--- src/rtl/fetch_stage_if.sv ---
// Fetch stage bundle: icache request/response, decode-side control and IF/ID latch.
// The master side is the fetch stage; the slave side is the surrounding pipeline.
interface fetch_stage_if #(
    parameter int CNT_W = 32
);
    logic             ihit;
    logic [31:0]      imemload;
    logic             imemREN;
    logic [31:0]      imemaddr;
    logic             stall;
    logic             redirect;
    logic [31:0]      redirect_pc;
    logic             halt_in;
    logic             if_valid;
    logic [31:0]      if_instr;
    logic [31:0]      if_pc;
    logic [31:0]      if_npc;
    logic             halted;
    logic [CNT_W-1:0] fetch_cnt;

    modport master (
        input  ihit, imemload, stall,
        input  redirect, redirect_pc, halt_in,
        output imemREN, imemaddr,
        output if_valid, if_instr, if_pc, if_npc,
        output halted, fetch_cnt
    );

    modport slave (
        output ihit, imemload, stall,
        output redirect, redirect_pc, halt_in,
        input  imemREN, imemaddr,
        input  if_valid, if_instr, if_pc, if_npc,
        input  halted, fetch_cnt
    );
endinterface

--- src/rtl/fetch_stage.sv ---
// Instruction fetch: owns the PC, drives the icache request and fills the
// IF/ID latch; redirect squashes, stall freezes, halt stops fetch until reset.
module fetch_stage #(
    parameter logic [31:0] PC_INIT = 32'h0000_0000,
    parameter int          CNT_W   = 32
) (
    input logic         CLK,
    input logic         nRST,
    fetch_stage_if.master bus
);
    typedef enum logic {FETCH, HALTED} state_t;

    state_t           state, state_n;
    logic [31:0]      pc, pc_n;
    logic             valid, valid_n;
    logic [31:0]      instr, instr_n;
    logic [31:0]      ipc, ipc_n;
    logic [31:0]      npc, npc_n;
    logic             halted_q, halted_n;
    logic [CNT_W-1:0] cnt, cnt_n;
    logic             ren;

    assign ren = nRST && (state == FETCH) && !bus.redirect
              && (!valid || !bus.stall);

    always_ff @(posedge CLK) begin
        if (!nRST) begin
            state    <= FETCH;
            pc       <= PC_INIT;
            valid    <= 1'b0;
            instr    <= '0;
            ipc      <= '0;
            npc      <= '0;
            halted_q <= 1'b0;
            cnt      <= '0;
        end else begin
            state    <= state_n;
            pc       <= pc_n;
            valid    <= valid_n;
            instr    <= instr_n;
            ipc      <= ipc_n;
            npc      <= npc_n;
            halted_q <= halted_n;
            cnt      <= cnt_n;
        end
    end

    always_comb begin
        state_n  = state;
        pc_n     = pc;
        valid_n  = valid;
        instr_n  = instr;
        ipc_n    = ipc;
        npc_n    = npc;
        halted_n = halted_q;
        cnt_n    = cnt;
        if (state == FETCH) begin
            // The resolved branch is older than any halt or hit this cycle.
            if (bus.redirect) begin
                pc_n    = bus.redirect_pc & 32'hFFFF_FFFC;
                valid_n = 1'b0;
            end else if (bus.halt_in) begin
                state_n  = HALTED;
                valid_n  = 1'b0;
                halted_n = 1'b1;
            end else if (ren && bus.ihit) begin
                instr_n = bus.imemload;
                ipc_n   = pc;
                npc_n   = pc + 32'd4;
                valid_n = 1'b1;
                pc_n    = pc + 32'd4;
                cnt_n   = cnt + CNT_W'(1);
            end else if (valid && !bus.stall) begin
                valid_n = 1'b0;
            end
        end
    end

    assign bus.imemREN   = ren;
    assign bus.imemaddr  = pc;
    assign bus.if_valid  = valid;
    assign bus.if_instr  = instr;
    assign bus.if_pc     = ipc;
    assign bus.if_npc    = npc;
    assign bus.halted    = halted_q;
    assign bus.fetch_cnt = cnt;
endmodule

--- src/flat_wrapper.sv ---
// flat-port wrapper written by rule: the top's interface ports become plain ports
module fetch_stage_flat 
#(
    parameter logic [31:0] PC_INIT = 32'h0000_0000,
    parameter int          CNT_W   = 32
)
  (CLK, nRST, bus_ihit, bus_imemload, bus_stall, bus_redirect, bus_redirect_pc, bus_halt_in, bus_imemREN, bus_imemaddr, bus_if_valid, bus_if_instr, bus_if_pc, bus_if_npc, bus_halted, bus_fetch_cnt);
  fetch_stage_if #(.CNT_W(CNT_W)) bus_i ();
  input logic CLK;
  input logic nRST;
  input wire logic [$bits(bus_i.ihit)-1:0] bus_ihit;
  input wire logic [$bits(bus_i.imemload)-1:0] bus_imemload;
  input wire logic [$bits(bus_i.stall)-1:0] bus_stall;
  input wire logic [$bits(bus_i.redirect)-1:0] bus_redirect;
  input wire logic [$bits(bus_i.redirect_pc)-1:0] bus_redirect_pc;
  input wire logic [$bits(bus_i.halt_in)-1:0] bus_halt_in;
  output wire logic [$bits(bus_i.imemREN)-1:0] bus_imemREN;
  output wire logic [$bits(bus_i.imemaddr)-1:0] bus_imemaddr;
  output wire logic [$bits(bus_i.if_valid)-1:0] bus_if_valid;
  output wire logic [$bits(bus_i.if_instr)-1:0] bus_if_instr;
  output wire logic [$bits(bus_i.if_pc)-1:0] bus_if_pc;
  output wire logic [$bits(bus_i.if_npc)-1:0] bus_if_npc;
  output wire logic [$bits(bus_i.halted)-1:0] bus_halted;
  output wire logic [$bits(bus_i.fetch_cnt)-1:0] bus_fetch_cnt;
  assign bus_i.ihit = bus_ihit;
  assign bus_i.imemload = bus_imemload;
  assign bus_i.stall = bus_stall;
  assign bus_i.redirect = bus_redirect;
  assign bus_i.redirect_pc = bus_redirect_pc;
  assign bus_i.halt_in = bus_halt_in;
  assign bus_imemREN = bus_i.imemREN;
  assign bus_imemaddr = bus_i.imemaddr;
  assign bus_if_valid = bus_i.if_valid;
  assign bus_if_instr = bus_i.if_instr;
  assign bus_if_pc = bus_i.if_pc;
  assign bus_if_npc = bus_i.if_npc;
  assign bus_halted = bus_i.halted;
  assign bus_fetch_cnt = bus_i.fetch_cnt;
  fetch_stage #(.PC_INIT(PC_INIT), .CNT_W(CNT_W)) u_core (.CLK(CLK), .nRST(nRST), .bus(bus_i));
endmodule
--- config.mk ---
export PLATFORM = sky130hd
export DESIGN_NAME = fetch_stage_flat
export DESIGN_NICKNAME = d
export VERILOG_FILES = /design/src/rtl/fetch_stage_if.sv /design/src/rtl/fetch_stage.sv /design/src/flat_wrapper.sv
export SDC_FILE = /design/constraint.sdc
export NUM_CORES = 1
export LEC_CHECK = 0
export ABC_CLOCK_PERIOD_IN_PS = 4100
export CORE_UTILIZATION = 50
export DETAILED_ROUTE_END_ITERATION = 16
export PLACE_DENSITY = 0.93
export SYNTH_ARGS = -nofsm -noshare
export SYNTH_HDL_FRONTEND = slang
export SYNTH_SLANG_ARGS = --single-unit
--- constraint.sdc ---
create_clock -name CLK -period 4.1 [get_ports CLK]
set_input_delay 0.82 -clock CLK [delete_from_list [all_inputs] [get_ports CLK]]
set_output_delay 0.82 -clock CLK [all_outputs]
set_load 0.05 [all_outputs]
==> qor.txt, run 1 <==
status - completed
TritonCTS Buffers - 17
Seq/Total Area, Yosys - 0.451
routed wire length - 21.3 mm
number of global-route vias before repair - 6662
Remaining DRCs - 0
routability cong. - 0.899
GR Overflow Total - 0
slew of the pin with the lowest slew margin - 0.830 ns
switching pwr - 976 uW
max-cap viol count - 0
area of the multi-input gates - 3520 um2
EDFF count, synth - 0
Pleak - 0.00335 uW
post-DP HPWL - 14.8 mm
crit-path max FO - 9
Synth Area per Inst - 7.93 um2
kind of critical path - in -> reg
Register Area - 3140 um2
Port Buffers - 224
Root Buffer Master - clkbuf_16
CP Capture Type - flop
first-pass GRT wire length - 33.6 mm
Power Dens Cells - 372 nW/um2
H-tree depth - 4
Final nets - 1139
Total Neg Setup Slack - 0 ns
Clk Latency, worst-skew pair - 0.43 ns
Critical-path top delay cell - or4b_4
via count - 7147
initial core utilization - 0.520
Final min period - 2.86 ns
Async SR Flop Fraction - 0
crit-path max cell delay - 0.59 ns
Mapped Area - 6970 um2
Top FF cell, synth - dfxtp_1
Max Root-Sink Buffers - 2
Hold Path Depth - 2
Clock Power Share - 0.423
Antenna diodes - 0
Synth area leaders - dfxtp_1, nand2_1, a21oi_1
1st-iter DRT viols - 532
Pint - 2690 uW
Total GRT Usage - 0.297
unrepaired setup endpoints after global routing - no
core area - 13400 um2
Yosys top cell area share - 0.451
CP Depth - 6
Comb power frac - 0.132
Boundary Pins - 233
Die Area - 14400 um2
Routed WL per cell - 16.9 um
Post-CTS Hold Buffers - 0
Worst Path Arrival - 3.15 ns
vias per cell - 5.69
library cells used by synthesis - 57
leading cell types in the layout, fill and taps excluded - clkdlybuf4s50_1, nand2_1, dfxtp_1
switching part of the total - 0.267
post-route ant nets - 0
Synth-to-Final Area Change - 41.1%
count of cells resized by post-cts repair - 0
Post-CTS Setup Inserts - 0
HP Class - reg -> reg
sequential share of power - 0.445
final period utilization - 0.697
Max Slew Vio Count - 0
highest attainable clock frequency - 350 MHz
design area - 9830 um2
Final Hold Viols - 0
row cnt - 42
Crit path max-delay family - simple AND/OR/NAND/NOR gates
Max VDD drop - 322 uV
most common cell after layout, fill and taps aside - clkdlybuf4s50_1
cells after synthesis - 879
Layout Skew - 0.0109 ns
CP required - 4.40 ns
Yosys reg bits - 157
CTS tree - yes
Reg clk slew, reported paths - 0.06 ns
R2R depth - 6
area leader, netlist - dfxtp_1
Placed Area - 9250 um2
initial antenna violation count - 0
CP Buf/Inv Count - 1
Die Wd - 120 um
Filler Cells Inserted - 1017
cells along the critical path - clkdlybuf4s50_1 > or4b_4 > nor4_4 > nand2_2 > o311ai_0 > o41ai_1
layout cells sized above 1 - 0.0538
Clock Sinks - 157
Final Setup Violations - 0
largest net degree at the start of global routing - 62
1st-pass router iterations - 5
Setup crit start kind - input port
Die Y - 120 um
Slew headroom - 0.444
Synth Warn # - 0
==> metal layers <==
layer,wire length [um],GRT usage,vias to the layer above
li1,-,-,3432
met1,8390,0.347,3315
met2,10300,0.495,343
met3,1830,0.0898,57
met4,731,0.145,0
met5,0,0,-
==> registers in the layout (all words and copies together), names as in the netlist <==
signal	cells
u_core.bus.fetch_cnt	32
u_core.bus.halted	1
u_core.bus.if_instr	32
u_core.bus.if_npc	30
u_core.bus.if_pc	30
u_core.bus.if_valid	1
u_core.bus.imemaddr	30
u_core.state	1
==> Yosys cell counts (all sizes together), types with 3 or more instances <==
cell type and number:
nand2 196, dfxtp 157, a21oi 100, nor2 57
clkbuf 54, nand3 34, o21ai 34, xor2 24
buf 18, nand4 18, and3 13, a22oi 12
nand2b 12, nor4 12, xnor2 12, o211ai 11
nor3 10, inv 9, mux2i 9, o31ai 9
or3 8, a211oi 7, o21bai 7, and4 6
a31oi 4, o21a 4, or4 4, a22o 3
nor2b 3, o22ai 3
==> path summary, 6_finish.rpt <==
kind	from	endpoint	slack, ns
min reg2reg	u_core.bus.if_pc[12]	u_core.bus.if_pc[12]	0.45
max	bus_halt_in	u_core.bus.fetch_cnt[31]	1.24
min	u_core.bus.if_pc[12]	u_core.bus.if_pc[12]	0.45
max reg2reg	u_core.bus.imemaddr[2]	u_core.bus.imemaddr[30]	1.41
==> worst min-delay path, delay by kind of cell, from the launching register on <==
kind / cells / cell delay (ns)
simple gates: 1 / 0.05
compound gates: 1 / 0.05
flops: 1 / 0.30
==> power groups by stage <==
stage / logic, uW / registers (uW) / clock network [uW]
final: 482 / 1630 / 1550
after global routing: 509 / 1630 / 1640
after CTS: 480 / 1630 / 1570
after detailed placement: 478 / 1660 / 0
after global placement: 472 / 1660 / 0
after floorplan: 178 / 1770 / 0
==> cell families (layout without fill, tap and decap cells) <==
group           Yosys count  in the layout  synth area share
flops                   157            157             0.451
compound gates          213            213             0.185
buf+inv                  81            276            0.0497
simple gates            380            380             0.252
xor+xnor                 36             36            0.0453
other cells               1              6          0.000538
mux                       9              9            0.0129
fa+ha+maj                 2              2           0.00359
==> through the flow <==
stage	utilization	std cells	setup slack, ns	total power (uW)	hold slack, ns
4_1_cts	0.734	1255	1.27	3680	0.454
3_3_place_gp	0.690	1224	0.896	2130	0.438
6_report	0.734	1255	1.24	3660	0.452
5_1_grt	0.734	1255	1.14	3790	0.473
2_1_floorplan	-	884	0.835	1950	0.671
3_5_place_dp	0.690	1224	0.813	2140	0.446
==> layout make-up <==
cell class	count	share of cell area
Clock buffer	21	0.0478
Clock inverter	10	0.0117
Inverter	9	0.00369
Multi-Input combinational cell	646	0.358
Sequential cell	157	0.320
Tap cell	176	0.0224
Timing Repair Buffer	236	0.237
Note: power is estimated with default switching activity, not from simulation.
==> run 2, diff against run 1 <==
--- a/config.mk
+++ b/config.mk
@@ -5,10 +5,10 @@
 export SDC_FILE = /design/constraint.sdc
 export NUM_CORES = 1
 export LEC_CHECK = 0
-export ABC_CLOCK_PERIOD_IN_PS = 4100
-export CORE_UTILIZATION = 50
+export ABC_CLOCK_PERIOD_IN_PS = 2320
+export CORE_UTILIZATION = 42
 export DETAILED_ROUTE_END_ITERATION = 16
-export PLACE_DENSITY = 0.93
+export PLACE_DENSITY = 0.84
 export SYNTH_ARGS = -nofsm -noshare
 export SYNTH_HDL_FRONTEND = slang
 export SYNTH_SLANG_ARGS = --single-unit
==> constraint.sdc (replaced) <==
create_clock -name CLK -period 2.32 [get_ports CLK]
set_input_delay 0.464 -clock CLK [delete_from_list [all_inputs] [get_ports CLK]]
set_output_delay 0.464 -clock CLK [all_outputs]
set_load 0.05 [all_outputs]
==> run 2 against run 1 <==
Clock power up 83%. Largest cell class unchanged. Critical endpoint is now bus_imemaddr[5]. Sequential power increased by 74%. Utilization down 9.1 points. Largest power group unchanged. Cell count increased by 6.9%. Count of clock-buffer cells in the layout down 1. Worst hold slack better by 0.00083 ns. Critical path type is now reg -> out.
==> qor.txt, run 2 (synthesis gave the netlist of run 1 again) <==
status - completed
Final nets - 1186
final period utilization - 0.965
routed wire length - 22.2 mm
CP required - 1.86 ns
Max Root-Sink Buffers - 2
leading cell types in the layout, fill and taps excluded - clkdlybuf4s50_1, nand2_1, dfxtp_1
Final Setup Violations - 0
Layout Skew - 0.00758 ns
kind of critical path - reg -> out
Clock Sinks - 157
initial core utilization - 0.434
Final min period - 2.24 ns
Max VDD drop - 472 uV
Clock Power Share - 0.427
Worst Path Arrival - 1.77 ns
highest attainable clock frequency - 447 MHz
Power Dens Cells - 642 nW/um2
row cnt - 46
Pint - 4850 uW
GR Overflow Total - 0
Pleak - 0.00371 uW
Total GRT Usage - 0.258
post-DP HPWL - 16.0 mm
Die Area - 17100 um2
switching pwr - 1780 uW
HP Class - reg -> reg
Boundary Pins - 233
Post-CTS Setup Inserts - 0
Hold EP - u_core.bus.if_instr[21]
R2R Path End - u_core.bus.imemaddr[20]
initial antenna violation count - 0
first-pass GRT wire length - 34.0 mm
routability cong. - 0.860
Die Y - 131 um
vias per cell - 5.41
layout cells sized above 1 - 0.0959
crit-path max FO - 6
TritonCTS Buffers - 17
largest net degree at the start of global routing - 79
Slew headroom - 0.589
Reg clk slew, reported paths - 0.06 ns
Synth-to-Final Area Change - 48.1%
post-route ant nets - 0
worst hold slack - 0.453 ns
core area - 16100 um2
Antenna diodes - 0
Final Hold Viols - 0
Filler Cells Inserted - 1342
Hold Crit Start - u_core.bus.if_instr[21]
Comb power frac - 0.145
1st-pass router iterations - 5
final core utilization - 0.643
number of global-route vias before repair - 6751
unrepaired setup endpoints after global routing - no
worst r2r src - u_core.bus.imemaddr[2]
Clk Latency, worst-skew pair - 0.42 ns
switching part of the total - 0.268
H-tree depth - 4
register-to-register setup slack - 0.15 ns
Total Neg Setup Slack - 0 ns
Hold Path Depth - 2
Routed WL per cell - 16.5 um
Root Buffer Master - clkbuf_16
max-cap viol count - 0
Port Buffers - 224
Die Wd - 131 um
via count - 7263
sequential share of power - 0.429
1st-iter DRT viols - 515
CP Capture Type - output port
CTS tree - yes
most common cell after layout, fill and taps aside - clkdlybuf4s50_1
Max Slew Vio Count - 0
Remaining DRCs - 0
Setup crit start kind - flop
R2R depth - 6
slew of the pin with the lowest slew margin - 0.615 ns
[run 2: cell types whose count changed in the layout (fill, tap and decap cells not counted), sizes merged]
cell           delta
buf              +47
clkinvlp          -1
dlygate4sd2       +2
bufinv            +1
inv               +1
clkbuf            -1
dlymetal6s2s      +5
clkdlybuf4s50     -7
[run 2: power groups by stage]
stage / clock, uW / sequential, uW / combinational (uW)
after detailed placement: 0 / 2900 / 952
after floorplan: 0 / 3130 / 315
after global routing: 3000 / 2850 / 1010
after CTS: 2870 / 2840 / 955
after global placement: 0 / 2900 / 943
final: 2830 / 2840 / 958
[run 2: how the worst max path moves through the flow]
stage	startpoint	endpoint	slack (ns)	cells past startpoint
2_1_floorplan	u_core.bus.imemaddr[9]	u_core.bus.imemaddr[30]	-0.003	6
3_3_place_gp	bus_halt_in	u_core.bus.if_npc[29]	-0.22	6
3_5_place_dp	bus_halt_in	u_core.bus.fetch_cnt[26]	-0.27	6
4_1_cts	u_core.bus.imemaddr[19]	bus_imemaddr[19]	0.03	1
5_1_grt	u_core.bus.imemaddr[23]	bus_imemaddr[23]	0.004	1
6_report	u_core.bus.imemaddr[5]	bus_imemaddr[5]	0.08	2
[run 2: final cells by class]
class                   instances  area [um2]  share of cell area
inverters                       9        36.3             0.00352
multi-input cells             646        3520               0.341
repair buffers                283        2760               0.267
clock buffers                  20         447              0.0433
well taps                     216         270              0.0262
flip-flops and latches        157        3150               0.305
clock inverters                11         143              0.0138
[run 2: worst max-delay path: stages, from the launching register on]
cell	delay [ns]
dfxtp_1	0.38
buf_4	0.17
clkdlybuf4s50_1	0.80
[run 2: timing repair]
| item | 4_1_cts | 5_1_grt |
|---|---|---|
| resized for setup | 2 | 5 |
| cloned | 0 | 0 |
| hold buffers | 0 | 0 |
| endpoints found under the setup margin | 2 | 5 |
[run 2: per-layer routing]
layer / share of wire / wire (um) / GRT usage
met3: 0.077 / 1710 / 0.0847
met4: 0.031 / 697 / 0.114
met1: 0.42 / 9250 / 0.308
met5: 0 / 0 / 0
met2: 0.47 / 10500 / 0.421
[run 2: stage by stage]
step | power, uW | setup slack [ns] | instance area, um2 | std cells
after global routing | 6870 | 0.00439 | 10300 | 1342
after floorplan | 3440 | -0.00267 | 7000 | 884
after global placement | 3840 | -0.218 | 9720 | 1311
after detailed placement | 3850 | -0.270 | 9720 | 1311
final | 6630 | 0.0817 | 10300 | 1342
after CTS | 6670 | 0.0304 | 10300 | 1342
==> run 3, diff against run 2 <==
--- a/config.mk
+++ b/config.mk
@@ -8,7 +8,7 @@
 export ABC_CLOCK_PERIOD_IN_PS = 2320
 export CORE_UTILIZATION = 42
 export DETAILED_ROUTE_END_ITERATION = 16
-export PLACE_DENSITY = 0.84
+export PLACE_DENSITY = 0.77
 export SYNTH_ARGS = -nofsm -noshare
 export SYNTH_HDL_FRONTEND = slang
 export SYNTH_SLANG_ARGS = --single-unit
==> run 3 against run 2 <==
Combinational power is 2.3% higher. Count of clock-buffer cells in the layout stayed put. Fmax is 1.7% lower. Register-to-register slack hardly changed. Wire length is 1.2% lower. Critical path depth is 1 lower. Power is 1.8% lower. Non-clock buffer count is 4 higher. Sequential share of layout area is 0.11 points lower. Setup slack worse by 0.039 ns. Sequential power hardly changed. Largest cell class unchanged.
==> qor.txt, run 3 (synthesis gave the netlist of run 1 again) <==
status - completed
most common cell after layout, fill and taps aside - clkdlybuf4s50_1
max-cap viol count - 0
Setup crit start kind - flop
Total GRT Usage - 0.257
Root Buffer Master - clkbuf_16
Post-CTS Setup Inserts - 0
switching pwr - 1820 uW
initial antenna violation count - 1
Die Wd - 131 um
Clock Power Share - 0.415
Final Setup Violations - 0
Remaining DRCs - 0
GR Overflow Total - 0
highest attainable clock frequency - 439 MHz
Die Area - 17100 um2
Final nets - 1190
1st-pass router iterations - 5
Reg clk slew, reported paths - 0.07 ns
Slew headroom - 0.593
Placed Area - 9780 um2
total power - 6510 uW
Final min period - 2.28 ns
CP Buf/Inv Count - 1
Pint - 4690 uW
slew of the pin with the lowest slew margin - 0.608 ns
kind of critical path - reg -> out
initial core utilization - 0.434
routed wire length - 21.9 mm
Pleak - 0.00368 uW
largest net degree at the start of global routing - 59
post-route ant nets - 0
Post-Route M1 WL - 9.19 mm
Clk Latency, worst-skew pair - 0.43 ns
Port Buffers - 224
row cnt - 46
1st-iter DRT viols - 560
cells along the critical path - clkdlybuf4s50_1
first-pass GRT wire length - 33.6 mm
Worst Path Arrival - 1.81 ns
met2 WL - 10.5 mm
Critical-path top delay cell - clkdlybuf4s50_1
vias per cell - 5.30
Clock Sinks - 157
routability cong. - 0.888
CTS tree - yes
core area - 16100 um2
Filler Cells Inserted - 1323
Max VDD drop - 489 uV
met3 wire length - 1.69 mm
switching part of the total - 0.280
Layout Skew - 0.0105 ns
Final Hold Viols - 0
final period utilization - 0.982
TritonCTS Buffers - 17
Max Slew Vio Count - 0
Die Y - 131 um
via count - 7141
H-tree depth - 4
Synth-to-Final Area Change - 48.7%
post-DP HPWL - 15.8 mm
unrepaired setup endpoints after global routing - no
sequential share of power - 0.435
Crit path max-delay family - buffers and inverters
CP Capture Type - output port
Comb power frac - 0.151
number of global-route vias before repair - 6562
CP required - 1.86 ns
leading cell types in the layout, fill and taps excluded - clkdlybuf4s50_1, nand2_1, dfxtp_1
HP Class - reg -> reg
Highest Signal Layer - met4
layout cells sized above 1 - 0.101
Power Dens Cells - 628 nW/um2
Routed WL per cell - 16.3 um
design area - 10400 um2
crit-path max FO - 5
Boundary Pins - 233
Max Root-Sink Buffers - 2
crit-path max cell delay - 0.89 ns
-- run 3: cell count changes in the layout (fill, tap and decap cells not counted), moves of 2 or more --
cell	delta
buf_4	+2
dlymetal6s2s_1	-2
bufinv_16	-2
buf_12	+2
dlygate4sd2_1	-2
clkdlybuf4s50_1	+4
clkinv_2	-2
clkinv_4	+4
-- run 3: metal layers --
layer,track usage,vias to the layer above
li1,-,3528
met1,0.315,3320
met4,0.107,0
met2,0.420,257
met3,0.0745,36
met5,0,-
-- run 3: area by class of cell --
class | instances | area [um2] | share of cell area
Inverter | 9 | 36.3 | 0.00350
Timing Repair Buffer | 287 | 2810 | 0.271
Antenna cell | 1 | 2.50 | 0.000242
Multi-Input combinational cell | 646 | 3520 | 0.340
Clock inverter | 12 | 115 | 0.0111
Clock buffer | 20 | 457 | 0.0441
Tap cell | 216 | 270 | 0.0261
Sequential cell | 157 | 3150 | 0.304
-- run 3: through the flow --
step	std cells	worst slack (ns)	TNS [ns]	hold WS, ns	utilization
floorplan	884	-0.00267	-0.00267	0.600	-
global placement	1315	-0.251	-10.80	0.441	0.609
detailed placement	1315	-0.277	-13.71	0.447	0.609
CTS	1347	0.0301	0	0.455	0.645
global route	1347	0.00211	0	0.468	0.645
finish	1348	0.0425	0	0.453	0.645
-- run 3: path summary, 6_finish.rpt --
| kind | endpoint | from | cells past startpoint | slack (ns) |
|---|---|---|---|---|
| max | bus_imemaddr[16] | u_core.bus.imemaddr[16] | 1 | 0.04 |
| max reg2reg | u_core.bus.imemaddr[20] | u_core.bus.imemaddr[3] | 6 | 0.16 |
| min | u_core.bus.if_pc[19] | u_core.bus.if_pc[19] | 2 | 0.45 |
| min reg2reg | u_core.bus.if_pc[19] | u_core.bus.if_pc[19] | 2 | 0.45 |
-- run 3: timing repair --
action | in CTS | in global routing
resized for setup | 0 | 3
setup endpoints to repair | 0 | 3
hold buffers | 0 | 0
-- run 3: power groups by stage --
stage	Sequential [uW]	Clock [uW]	Combinational (uW)
finish	2830	2700	980
global route	2840	2850	1040
detailed placement	2890	0	974
global placement	2890	0	971
floorplan	3130	0	315
CTS	2830	2740	978
